File: src/rtl/vc_pkg.sv
// -----------------------------------------------------------------------------
// vc_pkg
// Shared definitions for the virtual-channel read arbiter: FSM state encoding,
// number of virtual channels and default data/threshold widths.
// -----------------------------------------------------------------------------
package vc_pkg;

  localparam int NUM_VC  = 4;
  localparam int DEF_BW  = 6;
  localparam int DEF_LEN = 4;

  typedef enum logic [1:0] {
    ST_RESET  = 2'd0,
    ST_INIT   = 2'd1,
    ST_IDLE   = 2'd2,
    ST_ACTIVE = 2'd3
  } vc_state_e;

endpackage

File: src/rtl/rr_pick.sv
// -----------------------------------------------------------------------------
// rr_pick
// Combinational round-robin picker. Searches the request vector starting at
// the pointer position and wrapping around; the first requester found wins.
//
// Ports:
//   req_i   [NUM_VC]  request vector (1 = source has data)
//   ptr_i   [2]       highest-priority source index
//   gnt_o   [NUM_VC]  one-hot grant (all zero when nothing requests)
//   valid_o           a grant was found
// -----------------------------------------------------------------------------
module rr_pick
  import vc_pkg::*;
(
  input  logic [NUM_VC-1:0] req_i,
  input  logic [1:0]        ptr_i,
  output logic [NUM_VC-1:0] gnt_o,
  output logic              valid_o
);

  logic [1:0] idx;
  logic       found;

  // NOTE: every variable written in this block gets a default first, so no
  // path leaves it unassigned and no latch is inferred.
  always_comb begin
    gnt_o = '0;
    found = 1'b0;
    idx   = '0;
    for (int k = 0; k < NUM_VC; k++) begin
      // 2-bit addition wraps naturally: ptr, ptr+1, ptr+2, ptr+3 (mod 4)
      idx = ptr_i + 2'(k);
      if (!found && req_i[idx]) begin
        gnt_o[idx] = 1'b1;
        found      = 1'b1;
      end
    end
  end

  assign valid_o = found;

endmodule

File: src/rtl/vc_arbiter.sv
// -----------------------------------------------------------------------------
// vc_arbiter
// Four-source round-robin read arbiter. Pops one word per cycle from the
// non-empty VC FIFOs and forwards it, registered, to one downstream FIFO.
// Holds off while the downstream FIFO is almost full. Captures FIFO low/high
// thresholds during INIT and drives them to every FIFO in the stage.
//
// Optional build macro: VC_ARB_WEIGHTED_EN enables weighted round robin
// (per-source burst lengths taken from weights_in).
//
// Ports:
//   clk, reset (sync, active-high)
//   init                 level; holds the block in INIT and captures config
//   umbral_bajo_in/alto_in  thresholds captured in INIT
//   weights_in           per-source weights, WW bits each (weighted build)
//   src_empty, src_data  empty flags and data of VC0..VC3
//   out_almost_full      downstream backpressure
//   src_rd               one-hot pop strobe (combinational)
//   out_wr, out_data     registered write to the downstream FIFO
//   umbral_bajo/alto     registered thresholds
//   state                FSM state (RESET/INIT/IDLE/ACTIVE)
// -----------------------------------------------------------------------------
module vc_arbiter
  import vc_pkg::*;
#(
  parameter int BW  = DEF_BW,
  parameter int LEN = DEF_LEN,
  parameter int WW  = 2
) (
  input  logic                 clk,
  input  logic                 reset,
  input  logic                 init,
  input  logic [LEN-1:0]       umbral_bajo_in,
  input  logic [LEN-1:0]       umbral_alto_in,
  input  logic [NUM_VC*WW-1:0] weights_in,
  input  logic [NUM_VC-1:0]    src_empty,
  input  logic [NUM_VC*BW-1:0] src_data,
  input  logic                 out_almost_full,
  output logic [NUM_VC-1:0]    src_rd,
  output logic                 out_wr,
  output logic [BW-1:0]        out_data,
  output logic [LEN-1:0]       umbral_bajo,
  output logic [LEN-1:0]       umbral_alto,
  output logic [1:0]           state
);

  vc_state_e       state_q, state_d;
  logic [1:0]      ptr_q, ptr_d;
  logic            out_wr_q;
  logic [BW-1:0]   out_data_q;
  logic [LEN-1:0]  bajo_q, alto_q;

  logic [NUM_VC-1:0] pick_gnt;
  logic              pick_valid;
  logic              grant_en;
  logic              grant_any;
  logic [1:0]        gnt_idx;
  logic [BW-1:0]     gnt_data;
  logic              capture;

  assign capture = (state_q == ST_INIT) && init;

  // ---------------------------------------------------------------- FSM
  // NOTE: state is stored with non-blocking assignments so every flop samples
  // the pre-edge values regardless of process ordering.
  always_ff @(posedge clk) begin
    if (reset) state_q <= ST_RESET;
    else       state_q <= state_d;
  end

  always_comb begin
    state_d = state_q;
    case (state_q)
      ST_RESET:  state_d = ST_INIT;
      ST_INIT:   if (!init) state_d = ST_IDLE;
      ST_IDLE:   if (init) state_d = ST_INIT;
                 else if (src_empty != 4'hF) state_d = ST_ACTIVE;
      ST_ACTIVE: if (init) state_d = ST_INIT;
                 else if (src_empty == 4'hF) state_d = ST_IDLE;
      default:   state_d = ST_RESET;
    endcase
  end

  // Grants only in ACTIVE without backpressure; the init cycle and the reset
  // cycle never pop a source.
  always_comb begin
    grant_en = (state_q == ST_ACTIVE) && !init && !out_almost_full && !reset;
    src_rd   = grant_en ? pick_gnt : '0;
  end

  assign state = state_q;

  // ---------------------------------------------------------------- picker
  rr_pick u_pick (
    .req_i   (~src_empty),
    .ptr_i   (ptr_q),
    .gnt_o   (pick_gnt),
    .valid_o (pick_valid)
  );

  assign grant_any = grant_en && pick_valid;

  always_comb begin
    gnt_idx  = '0;
    gnt_data = '0;
    for (int i = 0; i < NUM_VC; i++) begin
      if (pick_gnt[i]) begin
        gnt_idx  = 2'(i);
        gnt_data = src_data[i*BW +: BW];
      end
    end
  end

  // ---------------------------------------------------------------- pointer
`ifdef VC_ARB_WEIGHTED_EN
  logic [WW-1:0]        cnt_q [NUM_VC];
  logic [WW-1:0]        cnt_d [NUM_VC];
  logic [NUM_VC*WW-1:0] weights_q;
  logic [WW-1:0]        w_raw;
  logic [WW:0]          w_eff;

  always_comb begin
    ptr_d = ptr_q;
    cnt_d = cnt_q;
    w_raw = weights_q[gnt_idx*WW +: WW];
    // A zero weight still gives the source one grant per turn.
    w_eff = (w_raw == '0) ? (WW+1)'(1) : {1'b0, w_raw};
    if (grant_any) begin
      // The pointer source was skipped (it went empty): its burst ends.
      if (gnt_idx != ptr_q) cnt_d[ptr_q] = '0;
      if (({1'b0, cnt_q[gnt_idx]} + (WW+1)'(1)) >= w_eff) begin
        ptr_d          = gnt_idx + 2'd1;
        cnt_d[gnt_idx] = '0;
      end else begin
        ptr_d          = gnt_idx;
        cnt_d[gnt_idx] = cnt_q[gnt_idx] + WW'(1);
      end
    end else if (cnt_q[ptr_q] != '0) begin
      // Burst interrupted by backpressure or an empty source.
      ptr_d        = ptr_q + 2'd1;
      cnt_d[ptr_q] = '0;
    end
  end

  // NOTE: the burst counters are a handful of flops, not a RAM, so they take
  // the synchronous reset like every other register here.
  always_ff @(posedge clk) begin
    if (reset) begin
      cnt_q     <= '{default: '0};
      weights_q <= '0;
    end else begin
      cnt_q <= cnt_d;
      if (capture) weights_q <= weights_in;
    end
  end
`else
  logic unused_weights;
  assign unused_weights = ^weights_in;

  always_comb begin
    ptr_d = ptr_q;
    if (grant_any) ptr_d = gnt_idx + 2'd1;
  end
`endif

  // ---------------------------------------------------------------- datapath
  always_ff @(posedge clk) begin
    if (reset) begin
      ptr_q      <= '0;
      out_wr_q   <= 1'b0;
      out_data_q <= '0;
      bajo_q     <= '0;
      alto_q     <= '0;
    end else begin
      ptr_q    <= ptr_d;
      out_wr_q <= grant_any;
      if (grant_any) out_data_q <= gnt_data;
      if (capture) begin
        bajo_q <= umbral_bajo_in;
        alto_q <= umbral_alto_in;
      end
    end
  end

  assign out_wr      = out_wr_q;
  assign out_data    = out_data_q;
  assign umbral_bajo = bajo_q;
  assign umbral_alto = alto_q;

endmodule

File: config.mk
export PLATFORM = sky130hd
export DESIGN_NAME = vc_arbiter
export DESIGN_NICKNAME = d
export VERILOG_FILES = /design/src/rtl/vc_pkg.sv /design/src/rtl/rr_pick.sv /design/src/rtl/vc_arbiter.sv
export SDC_FILE = /design/constraint.sdc
export NUM_CORES = 1
export LEC_CHECK = 0
export BUFFER_PORTS_ARGS = -buffer_cell sky130_fd_sc_hd__buf_2
export CORE_ASPECT_RATIO = 0.75
export CORE_MARGIN = 2
export CORE_UTILIZATION = 46
export CTS_CLUSTER_SIZE = 25
export DETAILED_ROUTE_END_ITERATION = 16
export PLACE_DENSITY = 0.77
export SYNTH_ARGS = -nofsm -noshare
export SYNTH_HDL_FRONTEND = slang
export SYNTH_SLANG_ARGS = --single-unit
File: constraint.sdc
create_clock -name clk -period 4.9 [get_ports clk]
set_input_delay 0.98 -clock clk [delete_from_list [all_inputs] [get_ports clk]]
set_output_delay 0.98 -clock clk [all_outputs]
set_load 0.005 [all_outputs]
Word level (Yosys, flattened, before mapping)
Cells that the tools add are included.
- flip-flop bits (word level): 19
- logic and storage cells: 88
- $add $sub $neg: 4
- $lt $le $gt $ge: 8
- equality and inequality tests: 8
- muxes and demuxes: 38
- bitwise gates (word level): 4
- reductions and logical operators: 20
- operators by type and width (cell ; count):
    $mux W6 ; 4
    $mux W4 ; 5
    $mux W2 ; 7
    $mux W1 ; 13
    $logic_and A1 B1 Y1 ; 12
    $lt A2 B3 Y1 const B ; 4
    $or A4 B4 Y4 ; 3
    $bmux W1 S2 ; 4
    $demux W1 S2 ; 4
    $ge A2 B1 Y1 const B ; 4
    $pmux W2 S4 ; 1
    $logic_not A1 Y1 ; 6
    $ne A3 B3 Y1 const B ; 2
    $add A2 B1 Y2 const B ; 2
    $add A2 B2 Y2 const B ; 2
    $eq A2 B2 Y1 const B ; 2
    $eq A4 B4 Y1 const B ; 1
    $ne A4 B4 Y1 const B ; 1
    $not A4 Y4 ; 1
    $reduce_and A3 Y1 ; 1
    $eq A2 B1 Y1 const B ; 1
    $logic_not A2 Y1 ; 1
    $ne A2 B2 Y1 const B ; 1

Longest topological paths before layout
- depth in word-level cells: 17
- gate-level depth with buffers: 11
- gate-level depth less buffers: 8

Modules after synthesis
A second synthesis with hierarchy kept.
- cell total of the unflattened synthesis: 169
- area, all modules: 1522.7 um2
- by module, submodules not included (module ; instances ; cells an instance ; area an instance (um2) ; seq. area each (um2)):
    vc_arbiter ; 1 ; 107 ; 1028.5 ; 380.4
    rr_pick ; 1 ; 62 ; 494.2 ; 0.0

Worst setup path before layout
No wires, ideal clock.
- path kind: input to output
- start: in src_empty[1]
- end: out src_rd[1]
- data arrival time: 2471 ps
- required time: 3920 ps
- slack: 1449 ps
- stages on the path: 7
- path buffers: 2
- path through: buf_6 -> mux4_2 -> and3_1 -> o211ai_2 -> and4_1 -> buf_6 -> nor2_1
- word-level cells in the longest chain between the ends: 14
- RTL lines (item ; line ; RTL):
    from (decl) ; vc_arbiter.sv:36 ; input logic [NUM_VC-1:0] src_empty,
    $not A4 Y4 * ; vc_arbiter.sv:95 ; .req_i (~src_empty),
    $bmux W1 S2 ; rr_pick.sv:33 ; if (!found && req_i[idx]) begin
    $mux W1 (not written as such) ; rr_pick.sv:33 ;
    $mux W1 ; rr_pick.sv:33 ;
    $logic_not A1 Y1 ; rr_pick.sv:33 ;
    $logic_and A1 B1 Y1 ; rr_pick.sv:33 ;
    $mux W1 ; rr_pick.sv:33 ;
    $logic_not A1 Y1 ; rr_pick.sv:33 ;
    $logic_and A1 B1 Y1 ; rr_pick.sv:33 ;
    $mux W1 ; rr_pick.sv:33 ;
    $logic_not A1 Y1 ; rr_pick.sv:33 ;
    $logic_and A1 B1 Y1 ; rr_pick.sv:33 ;
    $mux W4 * ; rr_pick.sv:33 ;
    $mux W4 * ; vc_arbiter.sv:88 ; src_rd = grant_en ? pick_gnt : '0;
    to (decl) ; vc_arbiter.sv:39 ; output logic [NUM_VC-1:0] src_rd,
Mark *: on every way between the ends. The rest lies on a longest branch, timed or not. The select of a mux whose other input is x is not followed.

Worst setup path after layout
- start: reg ptr_q[0]
- end: out src_rd[3]
- word-level cells in the longest chain between the ends: 13
- RTL lines (item ; line ; RTL):
    from (decl) ; vc_arbiter.sv:48 ; logic [1:0] ptr_q, ptr_d;
    from (signal assigned) ; vc_arbiter.sv:175 ; ptr_q <= ptr_d;
    branches (longest 11 deep; another with $lt A2 B3 Y1) ; n/a ;
    $mux W4 * ; rr_pick.sv:33 ;
    $mux W4 * ; vc_arbiter.sv:88 ;
Mark *: on every way between the ends. The select of a mux whose other input is x is not followed.

==> metrics <==
outcome=finished, final reports clean; final RePlAce weighted congestion=just over 0.8; kind of critical path=register to output port; top_reg_cell synth=dfxtp_1; Syn Nets=238; number of vias per cell=5.99; Routed WL=approximately 4100 um; Resize count post-CTS=0; die height=55.3 um; drt first pass iters=4; Ports=just under 70; initial antenna violation count=0; DR iter-0 viols=140; worst-path fanout max=12; switching pwr=between 0.0001 and 0.00015 W; total CTS buffers=3; aggregate global routing overflow=0; dpl cell area=about 1900 um^2; via count=1688; setup TNS=0 ns; number of synthesized flops with an enable pin=0; Max Clock Skew=roughly 0.0037 ns; Clk pin slew, worst setup/hold paths=approximately 0.08 ns; Synth Register Bits=19; Worst setup EP type=output port; global-route wire length before repair=between 6000 and 7000 um; crit path max-delay cell type=mux4_2; Syn Area/Cell=8.67 um^2; Area Growth Syn to Fin=21.6%; Slew Limit Headroom=slightly below 60%; worst stage delay on the critical path=~0.65 ns; share of cells above drive strength 1=roughly 33%; Root Buffer Master=clkbuf_8; critical path required time=3.92 ns; Clock Power Share=approximately a third; Tot GR Track Use=between 10% and 20%; clock buffer depth=2; Setup Buffers After CTS=0; Logic pwr share=around 22%; TritonCTS clock tree=built; Tightest Pin Transition=around 0.62 ns; Pint=approximately 0.00025 W; RSZ-0062 raised after global routing=no; Min Hold Slack=around 0.47 ns; Peak VDD IR=about 250 uV; leakage=~0.89 nW; Initial Util=approximately half; worst skew pair latency=~0.26 ns; Period minus WS final=approximately 4.2 ns; hold_buf cts=0; WL/cell=roughly 15 um; count of different cell masters after synthesis=46; f_max=~240 MHz; CTS Sinks=19; Inserted Diodes=0; pin count of the biggest net entering global routing=15; DRC=0; Fin. Hold Viols=0; sequential share of the synthesized area=23.6%; Die X=72.4 um; Final nets=about 300; pwr/cell area=181 nW/um^2; cells along the critical path=inv_1 -> ha_1 -> mux4_2 -> nand3b_1 -> nand2_1 -> a22oi_1 -> nor2_1 -> buf_2; Gate Count Post-Synth=roughly 190; async set-or-reset flop fraction in the synthesized netlist=0%; Max-Cap Viols=0; ANT nets after route=0; yosys warns=0; port bufs=60; crit path DAT=roughly 3.2 ns; Final Cell Area=slightly below 2000 um^2; share of power burned in registers=45.8%; num rows=18; Slew Viols, Final=0; Setup Viol. Count Final=0; Sw Share=between 20 and 30%; fin crit share=approximately 86%; crit path launch type=register; HPWL Detailed=roughly 3200 um; Mapped Area=between 1500 and 2000 um^2; die area=roughly 4000 um^2; number of global-route vias before repair=1465; Hold/Removal Path Class=register to register; H-tree depth=1; core area=~3300 um^2
[power by group through the flow]
stage	clock, W	sequential (W)	combinational, W
floorplan	0	0.000166	0.0000480
global placement	0	0.000166	0.0000764
detailed placement	0	0.000166	0.0000779
CTS	0.000115	0.000162	0.0000783
global route	0.000122	0.000163	0.0000862
finish	0.000114	0.000162	0.0000784
[layout by cell type (no fill, tap or decap), types with 6 or more instances in the layout]
| cell type | Yosys | layout |
|---|---|---|
| nor2_1 | 19 | 19 |
| o21ai_0 | 6 | 6 |
| inv_1 | 17 | 17 |
| o211ai_2 | 6 | 6 |
| buf_2 | 1 | 60 |
| mux2i_1 | 10 | 10 |
| a311oi_1 | 6 | 6 |
| o21bai_1 | 6 | 6 |
| dfxtp_1 | 19 | 19 |
| nand2_1 | 14 | 14 |
| nand2b_1 | 6 | 6 |
| a211oi_1 | 6 | 6 |
| o211ai_1 | 8 | 8 |
| a41oi_1 | 12 | 12 |
[cell type report]
class	count	area, um^2
clock buffers	3	41.3
clock inverters	1	7.51
fillers	310	1350
inverters	18	67.6
multi-input cells	140	1110
flip-flops and latches	19	380
well taps	40	50.0
repair buffers	61	308
[state kept, by name, summed over array words and instances (netlist names)]
signal,cells
out_wr,1
umbral_alto,4
state,2
out_data,6
ptr_q,2
umbral_bajo,4
[path summary, 6_finish.rpt]
kind	to	from	slack, ns	depth (start not counted)
worst max-delay path	src_rd[3]	ptr_q[0]$_SDFFE_PP0P_	0.70	8
worst min-delay path	out_data[0]$_SDFFE_PP0P_	out_data[0]$_SDFFE_PP0P_	0.47	2
worst max register to register	out_data[1]$_SDFFE_PP0P_	ptr_q[0]$_SDFFE_PP0P_	1.70	8
worst min register to register	out_data[0]$_SDFFE_PP0P_	out_data[0]$_SDFFE_PP0P_	0.47	2
[per-layer routing]
layer / wire length (um) / global-route usage (%) / vias up / share of wire (%)
met5: 0 / 0 / - / 0
met4: 46 / 3.17 / 0 / 1.1
met3: 293 / 4.38 / 6 / 7.1
met2: 1920 / 32.5 / 66 / 47
met1: 1840 / 27.3 / 794 / 45
li1: - / - / 822 / -
[cells by family after synthesis]
group                    count (synthesis)  share of synthesized area (%)
AO/OA/AOI/OAI                           64                           34.3
buffers and inverters                   27                           7.83
multiplexers                            15                           12.5
AND/OR/NAND/NOR                         57                           18.7
adder cells (fa/ha/maj)                  4                           3.10
flip-flops                              19                           23.6
[synthesized netlist by cell type, drive strengths merged, types with 2 or more instances]
cell type | n | area, um^2
nand3b | 4 | 30.0
a211o | 3 | 26.3
mux2i | 10 | 100
a311oi | 6 | 52.6
o211ai | 14 | 135
nand2 | 14 | 52.6
mux4 | 4 | 90.1
ha | 4 | 50.1
nor2 | 20 | 77.6
nor3 | 2 | 10.0
dfxtp | 19 | 380
a41oi | 13 | 121
a21oi | 2 | 13.8
buf | 4 | 38.8
o21ai | 6 | 30.0
nand2b | 6 | 37.5
o21bai | 6 | 45.0
or2 | 3 | 18.8
inv | 17 | 63.8
clkbuf | 5 | 20.0
a211oi | 6 | 45.0
[critical path, delay by kind of cell, from the launching register on]
kind / cells / cell delay, ns
adders and majority gates: 1 / 0.39
buffers and inverters: 2 / 0.28
AOI/OAI and AO/OA: 1 / 0.51
and+or+nand+nor: 3 / 0.51
DFF: 1 / 0.62
muxes: 1 / 0.65
[per-stage QoR]
stage                     total power (W)  instances  setup slack [ns]  util, %
final                            0.000354        282             0.697     59.2
after global routing             0.000371        282             0.392     59.2
after CTS                        0.000355        282             0.735     59.2
after detailed placement         0.000244        278              1.04     57.7
after global placement           0.000242        278              1.01     57.7
after floorplan                  0.000214        186              1.45        -
Note: power is estimated with default switching activity, not from simulation.
